[src/rtl/pipe_stage_skid.sv]
// Generic valid/ready pipeline stage with a two-entry skid (main + skid registers).
// Latency: 1 cycle in_data -> out_data when empty, or when holding one payload that drains.
// Backpressure: in_ready is a flop (low only while both entries are full); flush empties the stage.
module pipe_stage_skid #(
  parameter int               WIDTH     = 64,
  parameter logic [WIDTH-1:0] NOP_VALUE = {WIDTH{1'b0}},
  parameter int               CNT_WIDTH = 16
) (
  input  logic                 clk,
  input  logic                 reset,
  input  logic                 in_valid,
  output logic                 in_ready,
  input  logic [WIDTH-1:0]     in_data,
  output logic                 out_valid,
  input  logic                 out_ready,
  output logic [WIDTH-1:0]     out_data,
  input  logic                 flush,
  output logic [1:0]           occupancy,
  output logic [CNT_WIDTH-1:0] stall_cnt,
  output logic [CNT_WIDTH-1:0] flush_cnt
);

  typedef enum logic [1:0] {
    EMPTY = 2'd0,
    ONE   = 2'd1,
    TWO   = 2'd2
  } occ_e;

  localparam logic [CNT_WIDTH-1:0] CNT_MAX = {CNT_WIDTH{1'b1}};

  occ_e             state_q, state_d;
  logic [WIDTH-1:0] main_q, main_d;
  logic [WIDTH-1:0] skid_q, skid_d;
  logic             valid_q;
  logic             ready_q;
  logic             in_fire;
  logic             out_fire;
  logic             stall_inc;
  logic             flush_inc;

  assign in_fire   = in_valid & ready_q;
  assign out_fire  = valid_q & out_ready;
  assign stall_inc = valid_q & ~out_ready;
  assign flush_inc = flush & (state_q != EMPTY);

  assign in_ready  = ready_q;
  assign out_valid = valid_q;
  assign out_data  = main_q;
  assign occupancy = state_q;

  always_comb begin
    state_d = state_q;
    main_d  = main_q;
    skid_d  = skid_q;
    if (flush) begin
      state_d = EMPTY;
      main_d  = NOP_VALUE;
      skid_d  = NOP_VALUE;
    end else begin
      case (state_q)
        EMPTY: begin
          if (in_fire) begin
            main_d  = in_data;
            state_d = ONE;
          end
        end
        ONE: begin
          if (in_fire && out_fire) begin
            main_d = in_data;
          end else if (out_fire) begin
            main_d  = NOP_VALUE;
            state_d = EMPTY;
          end else if (in_fire) begin
            skid_d  = in_data;
            state_d = TWO;
          end
        end
        TWO: begin
          // in_ready is low here, so only the drain into main can happen
          if (out_fire) begin
            main_d  = skid_q;
            skid_d  = NOP_VALUE;
            state_d = ONE;
          end
        end
        default: begin
          state_d = EMPTY;
          main_d  = NOP_VALUE;
          skid_d  = NOP_VALUE;
        end
      endcase
    end
  end

  // valid/ready are registered from the next state so neither is combinational
  always_ff @(posedge clk) begin
    if (reset) begin
      state_q <= EMPTY;
      main_q  <= NOP_VALUE;
      skid_q  <= NOP_VALUE;
      valid_q <= 1'b0;
      ready_q <= 1'b1;
    end else begin
      state_q <= state_d;
      main_q  <= main_d;
      skid_q  <= skid_d;
      valid_q <= (state_d != EMPTY);
      ready_q <= (state_d != TWO);
    end
  end

  always_ff @(posedge clk) begin
    if (reset) begin
      stall_cnt <= '0;
      flush_cnt <= '0;
    end else begin
      if (stall_inc && stall_cnt != CNT_MAX) stall_cnt <= stall_cnt + CNT_WIDTH'(1);
      if (flush_inc && flush_cnt != CNT_MAX) flush_cnt <= flush_cnt + CNT_WIDTH'(1);
    end
  end

endmodule

[config.mk]
export PLATFORM = sky130hd
export DESIGN_NAME = pipe_stage_skid
export DESIGN_NICKNAME = d
export VERILOG_FILES = /design/src/rtl/pipe_stage_skid.sv
export SDC_FILE = /design/constraint.sdc
export NUM_CORES = 1
export LEC_CHECK = 0
export CAP_MARGIN = 20
export CORE_MARGIN = 2
export CORE_UTILIZATION = 30
export CTS_BUF_LIST = sky130_fd_sc_hd__clkbuf_4 sky130_fd_sc_hd__clkbuf_8
export DETAILED_ROUTE_END_ITERATION = 10
export HOLD_SLACK_MARGIN = 0.08
export PLACE_DENSITY_LB_ADDON = 0.2
export SYNTH_ARGS = -nofsm -noshare
export SYNTH_HDL_FRONTEND = slang
export SYNTH_SLANG_ARGS = --single-unit
export TNS_END_PERCENT = 50
[constraint.sdc]
create_clock -name clk -period 3.15 [get_ports clk]
set_input_delay 0.4725 -clock clk [delete_from_list [all_inputs] [get_ports clk]]
set_output_delay 0.4725 -clock clk [all_outputs]
set_load 0.02 [all_outputs]
# ---- Word level (Yosys, flattened, before mapping)
# Cells that the tools add are included.
# W data, S select, Z words.
dict set report word_totals {
  input_bits 69
  register_bits 164
  word_cells 50
  out_inout_bits 100
}
dict set report classes {
  eq_ne 11
  n_reduce_logical 9
  addsub 2
  n_mux 15
  bitwise_logic 6
}
# op n
set op_table {}
lappend op_table {{$mux W64} 6}
lappend op_table {{$pmux W64 S3} 2}
lappend op_table {{$add A16 B1 Y16 const B} 2}
lappend op_table {{$ne A16 B16 Y1 const B} 2}
lappend op_table {{$mux W2} 6}
lappend op_table {{$ne A2 B2 Y1 const B} 6}
lappend op_table {{$pmux W2 S3} 1}
lappend op_table {{$reduce_and A5 Y1} 1}
lappend op_table {{$and A1 B1 Y1} 4}
lappend op_table {{$reduce_bool A2 Y1} 2}
lappend op_table {{$logic_and A1 B1 Y1} 3}
lappend op_table {{$ne A3 B3 Y1 const B} 1}
lappend op_table {{$reduce_and A3 Y1} 1}
lappend op_table {{$eq A2 B1 Y1 const B} 1}
lappend op_table {{$eq A2 B2 Y1 const B} 1}
lappend op_table {{$logic_not A2 Y1} 1}
lappend op_table {{$not A1 Y1} 2}
lappend op_table {{$reduce_or A2 Y1} 1}

# ---- Longest topological paths before layout
dict set report logic_depth {
  depth_word 7
  ltp_mapped 7
  depth_no_buf 5
}

# ---- Worst setup path after synthesis
# Ideal clock, no wire load.
dict set report synth_timing {
  path_type {flip-flop to flip-flop}
  startpoint {reg flush_cnt[0]}
  endpoint {reg flush_cnt[1]}
  synth_period_minus_slack_ns 1.937
  setup_ns 0.117
  t_arrival_ns 1.820
  path_buffers 2
  path_slack_ns 1.213
  path_stages_with_launch 8
  path_cell_list {dfxtp_1 > ha_1 > nand4_1 > o41ai_2 > buf_2 > buf_4 > mux2i_1 > nor2_1}
}
dict set report synth_between {
  elab_chain_len 2
}
# element line
set synth_rtl {}
lappend synth_rtl {{start, declared} 20} ;# output logic [CNT_WIDTH-1:0] flush_cnt
lappend synth_rtl {{start signal, assigned} 118} ;# if (flush_inc && flush_cnt != CNT_MAX) flush_cnt <= flush_cnt + CNT_WIDTH'(1);
lappend synth_rtl {{parallel branches: the longest is 2 deep, another holds $add A16 B1 Y16} --}
# Several ways; the timed one is not identified.
# A chain may end at the register's enable or synchronous reset.

# ---- Worst setup path after layout
dict set report layout_timing {
  startpoint {reg state_q[0], in the netlist occupancy[0]}
  endpoint {out occupancy[0]}
}
# element line
set layout_rtl {}
lappend layout_rtl {{start, declared} 31} ;# occ_e state_q, state_d;
lappend layout_rtl {{start signal, assigned} 104} ;# state_q <= state_d;
lappend layout_rtl {{end, declared} 18} ;# output logic [1:0] occupancy,
# No word-level cell between the ends.

==> flow_summary.yaml <==
finish:
  area_growth_pct: 31.2
  drive_gt1_share_pct: 7.31
  finalNonFillerCells: 1374
  register_area_mm2: 0.00329
  fill_cells: 2673
  diodes: 0
  multi_input_area_mm2: 0.00407
  nets: 1097
synthesis:
  syn_area_mm2: 0.00781
  syn_area_per_cell_um2: 8.58
  synth_ff_type: "dfxtp_1"
  syn_inst: 910
  synth_edf_count: 0
  synth_top_area_cell: "dfxtp_1"
  mappedNetlistNets: 981
  yosysMostFrequentCell: "dfxtp_1"
  synth_top_family_by_area: "compound AO/OA/AOI/OAI gates"
  synth_mux_area_share_pct: 4.90
  ys_types: 56
  synth_compound_area_share_pct: 28.7
  yosys_warnings: 0
  synth-xor-area-share_pct: 0.336
  synth_common_cells: "dfxtp_1 (164), a21oi_1 (116), o21ai_0 (75)"
  synth.top_cell.area_share_pct: 42.0
  seq_area_frac_synth_pct: 42.0
  synthSimpleGateAreaFrac_pct: 17.1
  async_flop_share_pct: 0
  synth_seq_cells: 164
  yosys-top-cells-area: "dfxtp_1 (42%), a21oi_1 (7.4%), a22oi_1 (6.2%)"
  synthAdderAreaFrac_pct: 0.320
critical_path:
  cp.arrival_ns: 2.13
  crit_path_max_incr_delay_ns: 0.67
  worstPathRequired_ns: 2.68
  cp_max_fo: 28
  setup.worst_path.end_class: "primary output"
  crit_path_start_kind: "flop"
  slowest_stage: "clkdlybuf4s50_1"
  critical_path_class: "reg2out"
  worstPathCellList: "buf_4, clkdlybuf4s50_1"
routing:
  drtAntennaViolNets: 0
  routed-via-count: 7454
  wire_per_inst_um: 17.9
  drc_errors: 0
  drt_wl_total_um: 24700
  drt_pass1_iterations: 7
  drt_iter0_markers: 502
  viasPerCell: 5.43
global_route:
  gr-usage-all-layers_pct: 17.9
  grt_pass1_wl_um: 39100
  grt_pass1_vias: 7261
  grt_max_degree: 68
  gr-total-overflow: 0
  antenna_found_initial: 0
clocking:
  clock_sinks: 164
  h-tree-depth: 4
  clk_pin_slew_ns: 0.09
  postCtsSetupBuffers: 0
  ctsLongestPathBuffers: 2
  cts_tree: "yes"
  numCtsBuffers: 17
  ctsResizeCount: 0
  cts_root_buf: "clkbuf_8"
  cts.hold.buffers_added: 0
  clock_latency_ns: 0.45
place:
  gp_congestion: 0.763
  dp_hpwl_um: 15200
  dp_cells: 1342
  port_buffers: 168
job:
  maxCapViolCount: 0
power:
  peakVddDrop_uv: 234
  p_leak_nw: 3.35
  power_density_mw_per_mm2: 433
floorplanning:
  initial_core_util_pct: 30.2
  coreArea_mm2: 0.0258
  row_count: 59
  die-area_mm2: 0.0273
  dieWidth_um: 165
  io_pins: 169
  die_y_um: 165
timing:
  grt_setup_unrepaired: "no"
  timing.fmax_mhz: 385
  hold_viol: 0
  tightest_slew_ns: 0.882
  setup_viol_count_final: 0
  skew_ns: 0.0166
  slew_viol_final: 0
  setup_tns_ns: 0
  final.min_clock_period_ns: 2.60
  fin_crit_sh_pct: 82.5
  max-slew-margin-rel_pct: 41.2
min_path:
  hold_class: "reg2reg"
status:
  status: "finished, final reports clean"
==> critical path, delay by kind of cell (launching register included) <==
family	cells	cell delay [ns]
buffers and inverters	2	1.07
DFF	1	0.59
==> cell usage in the layout, fill, tap and decap left out, types with 3 or more instances in the layout <==
| cell type | count |
|---|---|
| a22oi_1 | 65 |
| inv_1 | 36 |
| o21ai_0 | 75 |
| or3_1 | 13 |
| dfxtp_1 | 162 |
| nor2_1 | 43 |
| or4_1 | 38 |
| clkdlybuf4s50_1 | 168 |
| buf_12 | 6 |
| mux2i_1 | 36 |
| nor4_1 | 5 |
| o32ai_1 | 32 |
| a2bb2oi_1 | 32 |
| and3_1 | 4 |
| o31ai_1 | 6 |
| nor2b_1 | 3 |
| o41ai_1 | 3 |
| a21oi_1 | 116 |
| nor3_1 | 3 |
| nand2_1 | 49 |
| nand4_1 | 10 |
| bufinv_16 | 3 |
| nand3_1 | 9 |
| buf_4 | 16 |
| nand4b_1 | 32 |
| clkinv_2 | 4 |
| clkbuf_8 | 18 |
==> per-stage QoR <==
stage	power, mW	util, %	instance area [um2]	setup slack, ns	hold WS (ns)
after global routing	4.63	39.7	10200	0.456	0.490
after floorplan	2.52	-	7810	1.21	0.449
after global placement	2.82	38.1	9830	0.526	0.457
after detailed placement	2.82	38.1	9830	0.464	0.465
final	4.43	39.7	10200	0.550	0.476
after CTS	4.50	39.7	10200	0.512	0.479
==> cell type report <==
cell class,count,area share [%]
clock buffer,20,2.56
tap,335,4.09
inverter,36,1.32
multi-input combinational,617,39.7
timing repair buffer,190,18.8
sequential,164,32.1
clock inverter,12,1.49
==> layer usage <==
layer	up-vias	track usage (%)	share of wire (%)
met5	-	0	0
met1	3601	23.8	47
li1	3681	-	-
met3	10	4.42	5.0
met4	0	3.49	0.75
met2	162	29.5	47
==> registers in the layout (all words and copies together), names as in the netlist <==
name,count
out_data,64
out_valid,1
flush_cnt,16
stall_cnt,16
occupancy,2
skid_q,64
in_ready,1
==> final timing paths <==
check                  to  cells past startpoint    startpoint  slack (ns)
max reg2reg    skid_q[18]                      5  occupancy[0]        0.82
max          occupancy[0]                      2  occupancy[0]        0.55
min             skid_q[9]                      2     skid_q[9]        0.48
min reg2reg     skid_q[9]                      2     skid_q[9]        0.48
==> cells by family after synthesis <==
group,count (synthesis)
AOI/OAI and AO/OA,348
adders and majority gates,2
and+or+nand+nor,226
buffers and inverters,129
muxes,38
xor gates and xnor gates,3
DFF,164
==> power by group <==
group / switching, mW / total, mW / leakage, nW / internal, mW
logic: 0.362 / 0.630 / 1.81 / 0.269
clock network: 0.841 / 1.67 / 0.214 / 0.826
registers: 0.0308 / 2.14 / 1.33 / 2.11
total: 1.23 / 4.43 / 3.35 / 3.20
Power figures use the tool's default switching activity.
